===== config.mk =====
export PLATFORM = sky130hd
export DESIGN_NAME = tdm_demux4
export DESIGN_NICKNAME = d
export VERILOG_FILES = /design/src/rtl/tdm_demux4.sv
export SDC_FILE = /design/constraint.sdc
export NUM_CORES = 1
export LEC_CHECK = 0
export BUFFER_PORTS_ARGS = -buffer_cell sky130_fd_sc_hd__buf_2
export CORE_ASPECT_RATIO = 1.25
export CORE_UTILIZATION = 58
export CTS_CLUSTER_DIAMETER = 100
export DETAILED_ROUTE_END_ITERATION = 16
export GPL_TIMING_DRIVEN = 0
export PLACE_DENSITY = 0.94
export REMOVE_ABC_BUFFERS = 1
export SLEW_MARGIN = 5
export SYNTH_ARGS = -nofsm -noshare
export SYNTH_HDL_FRONTEND = slang
export SYNTH_SLANG_ARGS = --single-unit
export TNS_END_PERCENT = 100

===== constraint.sdc =====
create_clock -name clk -period 2.7 [get_ports clk]
set_input_delay 0.27 -clock clk [delete_from_list [all_inputs] [get_ports clk]]
set_output_delay 0.27 -clock clk [all_outputs]
set_load 0.05 [all_outputs]

===== src/rtl/tdm_demux4.sv =====
// 4-slot TDM receive demultiplexer: locks to frame_sync, gathers slots 0..3, emits a parallel frame.
// Optional build macro TDM_DEMUX_FLYWHEEL_EN: tolerate a missing sync at slot 0 while locked.
module tdm_demux4 #(
    parameter int W = 8
) (
    input  logic           clk,
    input  logic           rst,
    input  logic [W-1:0]   din,
    input  logic           din_valid,
    input  logic           frame_sync,
    output logic [4*W-1:0] dout,
    output logic           frame_valid,
    output logic           locked,
    output logic [1:0]     slot,
    output logic           sync_err
);

    typedef enum logic {
        HUNT   = 1'b0,
        LOCKED = 1'b1
    } state_t;

    state_t         state_q, state_d;
    logic [1:0]     slot_q, slot_d;
    logic [W-1:0]   shadow_q [3];
    logic [W-1:0]   shadow_d [3];
    logic [4*W-1:0] dout_q, dout_d;
    logic           frame_valid_q, frame_valid_d;
    logic           sync_err_q, sync_err_d;

    always_ff @(posedge clk or posedge rst) begin
        if (rst) begin
            state_q       <= HUNT;
            slot_q        <= 2'd0;
            shadow_q[0]   <= '0;
            shadow_q[1]   <= '0;
            shadow_q[2]   <= '0;
            dout_q        <= '0;
            frame_valid_q <= 1'b0;
            sync_err_q    <= 1'b0;
        end else begin
            state_q       <= state_d;
            slot_q        <= slot_d;
            shadow_q      <= shadow_d;
            dout_q        <= dout_d;
            frame_valid_q <= frame_valid_d;
            sync_err_q    <= sync_err_d;
        end
    end

    always_comb begin
        state_d       = state_q;
        slot_d        = slot_q;
        shadow_d      = shadow_q;
        dout_d        = dout_q;
        frame_valid_d = 1'b0;
        sync_err_d    = 1'b0;

        if (din_valid) begin
            unique case (state_q)
                HUNT: begin
                    if (frame_sync) begin
                        shadow_d[0] = din;
                        slot_d      = 2'd1;
                        state_d     = LOCKED;
                    end
                end
                LOCKED: begin
                    if (frame_sync && slot_q != 2'd0) begin
                        // Early sync: restart the frame on this word.
                        sync_err_d  = 1'b1;
                        shadow_d[0] = din;
                        slot_d      = 2'd1;
                    end else if (!frame_sync && slot_q == 2'd0) begin
`ifdef TDM_DEMUX_FLYWHEEL_EN
                        shadow_d[0] = din;
                        slot_d      = 2'd1;
`else
                        sync_err_d  = 1'b1;
                        slot_d      = 2'd0;
                        state_d     = HUNT;
`endif
                    end else begin
                        unique case (slot_q)
                            2'd0: begin
                                shadow_d[0] = din;
                                slot_d      = 2'd1;
                            end
                            2'd1: begin
                                shadow_d[1] = din;
                                slot_d      = 2'd2;
                            end
                            2'd2: begin
                                shadow_d[2] = din;
                                slot_d      = 2'd3;
                            end
                            default: begin
                                // Slot 3 goes straight to dout; no shadow needed.
                                dout_d        = {din, shadow_q[2], shadow_q[1], shadow_q[0]};
                                frame_valid_d = 1'b1;
                                slot_d        = 2'd0;
                            end
                        endcase
                    end
                end
                default: state_d = HUNT;
            endcase
        end
    end

    assign dout        = dout_q;
    assign frame_valid = frame_valid_q;
    assign sync_err    = sync_err_q;
    assign locked      = (state_q == LOCKED);
    assign slot        = slot_q;

endmodule


Yosys cells after proc, flatten, opt, wreduce, memory -nomap -nowiden
Cells that the tools add are included.

word-level totals
  bits in registers = 61
  input port bits = 12
  word-level logic and storage cells = 53

cells by class
  equal/unequal tests = 5
  muxes and demuxes = 25
  bitwise logic cells = 4
  reduce and logical (&&, ||, !) cells = 11

operators with widths
  operator                                                                  count
  8-bit two-way mux                                                         5
  24-bit two-way mux                                                        1
  8-bit case mux with 2 select lines                                        1
  5-bit AND reduction                                                       3
  1-bit two-way mux                                                         12
  2-bit two-way mux                                                         3
  2-bit case mux with 3 select lines                                        1
  1-bit inverter                                                            4
  2-bit case mux with 2 select lines                                        1
  4-bit AND reduction                                                       1
  3-bit by 1-bit inequality test with 1-bit output (second input constant)  1
  3-bit inequality test (second input constant)                             1
  3-bit OR reduction                                                        1
  2-bit by 1-bit == test with 1-bit output (second input constant)          1
  2-bit == test (second input constant)                                     1
  1-bit logical AND                                                         2
  2-bit zero test                                                           1
  2-bit inequality test (second input constant)                             1
  1-bit case mux with 2 select lines                                        1
  2-bit AND reduction                                                       1
  2-bit nonzero test                                                        1
  1-bit zero test                                                           1

Logic depth before layout (Yosys ltp)
  word-level depth = 7
  gate-level depth with buffers = 7

Worst setup path before layout
OpenSTA, ideal clock, no wires.

  path kind = register -> register
  from = register slot_q[0], in the netlist slot[0]
  to = register dout_q[10], in the netlist dout[10]
  library setup time = 0.125 ns
  arrival time = 1.933 ns
  setup slack = 0.642 ns
  cell stages (with the launch flop) = 8
  cells stage by stage = dfrtp_1 > inv_1 > ha_1 > inv_1 > ha_1 > nand4b_4 > buf_6 > mux2_4

between the ends
  cells in the longest elaborated chain, start to end = 4

ends and longest elaborated chain
  what                                                        RTL line  text
  start, declared                                             24        logic [1:0] slot_q, slot_d;
  start signal, assigned                                      43        slot_q <= slot_d;
  2-bit == test, or another cell as far along                 84        unique case (slot_q)
  3-bit OR reduction (no line), or another cell as far along  -
  1-bit inverter (no line)                                    -
  5-bit AND reduction (no line) *                             -
  end signal, assigned                                        45        dout_q <= dout_d;
  end, declared                                               27        logic [4*W-1:0] dout_q, dout_d;

Every way passes the cells marked *; elsewhere a longest branch is shown, timed or not.
A chain may end at the register's enable or synchronous reset.

Worst setup path in the final report
  from = register slot_q[1], in the netlist slot[1]
  to = register dout_q[8], in the netlist dout[8]

The elaborated chain is that of the path after synthesis.

==> metrics <==
max layer used met4; worst r2r src slot[1]; initial antenna violation count 0; Post-synth EDFFs 0; Worst Hold Depth 2; Peak VDD IR 0.757 mV; worst hold path type in -> reg; RSZ-0062 raised after global routing no; Critical Path RT 2920 ps; WL met3 173 um; most instantiated cells after synthesis 61 x dfrtp_1, 29 x mux2_4, 20 x mux2_2; R2R cell count 6; share of cells above drive strength 1 52.8%; post-synth cell types 21; Area contributors post-synth dfrtp_1 59%, mux2_4 17%, mux2_2 8.7%; Synth Area in Adders 3.40%; CTS clock-pin slew for the worst setup and hold paths 60 ps; Hold Path Origin din[7]; FF-to-FF End dout[8]; total gr overflow 0; PortBufs 48; PD cells 1410 nW/um^2; Synth Instances 160; DR WL/cell 17.5 um; Setup Crit Path Kind reg -> reg; Hold EP dout[31]; outcome complete, no violations; CTS tree built; Initial Util 61.9%; Async SR Flop Fraction 100%; Fin. Hold Viols 0; Die X 61.6 um; slew margin rel. 45.5%; xor and xnor area share after synthesis 0%; Core Util, Final 73.2%; hpwl dp 3110 um; clock latency at the later pin of the worst-skew pair 330 ps; final slew viol count 0; setup TNS 0 ps; Die H 76.5 um; count of final setup violators 0; switching share of power 43.0%; Mean Syn Cell Area 16.1 um^2; Max Fclk 0.408 GHz; vias per inst 5.32; Detailed Routing Iterations Pass 1 4; Slew @ Worst Pin 816 ps; wire length on met2 2480 um; fin area 3050 um^2; Logic pwr share 46.0%; register area share after synthesis 59.2%; Synth top area share 59.2%; drt drc 0; CTS resizes 0; final hold slack 214 ps; sw power 1.85 mW; First DRT Iteration DRCs 50; Worst setup SP type flip-flop; largest net degree at the start of global routing 37; simple-gate area share of the yosys netlist 4.22%; RePlAce Congestion 0.739; antenna viol nets, final 0; cell area after placement 2850 um^2; Crit. End Element flip-flop; Clock Path Buffers 2; Leak Pwr 1.61 nW; mux share of post-synthesis cell area 25.6%; Final Cycle Share 90.8%; Ports 49; largest family of logic cells by synthesized area multiplexers; wl on met1 2090 um; yosys warns 0; synthesized area 2580 um^2; clock network fraction of total power 17.7%; max_cap viols 0; antenna cells 0; H-tree depth 3; std cell rows 26; crit-path cells inv_1, ha_1, inv_1, ha_1, nand4b_4, mux2_4; core area 4160 um^2; setup bufs post-CTS 0; Routed WL 4810 um; fin crit period 2450 ps; CTS Buf Count 9; nets 232; CTS Sinks 61; Slowest cell on crit path nand4b_4; Layout area overhead 18.3%; cell taking the most area after synthesis dfrtp_1; #FFs+latches synth 61; full die area 4720 um^2; critical path fanouts, max 33; Worst R2R Setup Slack 250 ps; top-count cell post-synth dfrtp_1; crit path DAT 2670 ps; CP max stage delay 720 ps; global-route usage over all layers 24.6%; vias in the first global route 1,559; Root Buffer clkbuf_8; detailed-route via count 1,459; prevailing post-synth register cell dfrtp_1; Clock Skew 3.37 ps; sequential power share 36.3%; compound-gate portion of the synthesized area 4.17%; P_int 2.45 mW; first-pass GRT wire length 8090 um
-- per-layer routing --
layer	up-vias	track usage (%)
met3	6	8.66
met2	28	35.4
met1	745	33.3
li1	680	-
met4	0	10.7
met5	-	0
-- power groups by stage --
stage / Combinational (mW) / Clock, mW / Sequential (mW)
global route: 2.08 / 0.821 / 1.60
CTS: 2.00 / 0.765 / 1.56
floorplan: 0.699 / 0 / 2.40
finish: 1.98 / 0.760 / 1.56
detailed placement: 1.99 / 0 / 1.57
global placement: 1.93 / 0 / 1.54
-- worst max path at each step --
| stage | from | end | slack (ps) | cells past startpoint |
|---|---|---|---|---|
| 6_report | slot[1] | dout[8] | 250 | 6 |
| 5_1_grt | slot[0] | dout[11] | 90 | 6 |
| 4_1_cts | slot[1] | dout[8] | 230 | 6 |
| 3_5_place_dp | slot[1] | dout[8] | 240 | 6 |
| 3_3_place_gp | rst | dout[30] | 290 | 2 |
| 2_1_floorplan | slot[1] | dout[0] | 290 | 6 |
-- cell families after synthesis --
family                   after synthesis
AO/OA/AOI/OAI                         13
buffers and inverters                 15
flip-flops                            61
adder cells (fa/ha/maj)                7
multiplexers                          49
AND/OR/NAND/NOR                       15
-- cell type report --
| class | instances | area, um^2 |
|---|---|---|
| Clock buffer | 16 | 190 |
| Fill cell | 290 | 1120 |
| Inverter | 7 | 26.3 |
| Multi-Input combinational cell | 84 | 965 |
| Sequential cell | 61 | 1530 |
| Tap cell | 56 | 70.1 |
| Timing Repair Buffer | 50 | 270 |
-- state kept, by name (all words and copies together), names as in the netlist --
name         flops
frame_valid      1
slot             2
sync_err         1
locked           1
shadow_q        24
dout            32
-- stage by stage --
stage	cells	power (mW)	setup slack (ps)
after detailed placement	257	3.55	237
final	274	4.30	248
after global routing	274	4.51	88.6
after floorplan	152	3.10	289
after global placement	256	3.47	290
after CTS	274	4.32	233
-- critical path, delay by kind of cell (launching register included) --
family,cells,cell delay (ps)
flip-flops,1,420
multiplexers,1,550
buffers and inverters,2,180
AND/OR/NAND/NOR,1,720
adder cells (fa/ha/maj),2,460
-- cells in the final DEF, fill, tap and decap left out, types with 2 or more instances in the layout --
cell        n
o2bb2ai_1   8
clkbuf_1    3
inv_1       6
clkbuf_8   13
buf_2      48
dfrtp_1    61
mux2_4     29
nand3_1     8
nand4_2     2
ha_1        7
nand2_1     2
mux2_2     20
-- repair_timing --
item,4_1_cts,5_1_grt
hold buffers,1,0
setup endpoints to repair,0,0
endpoints found under the hold margin,25,0
No activity file was read; power rests on OpenSTA's default activity.
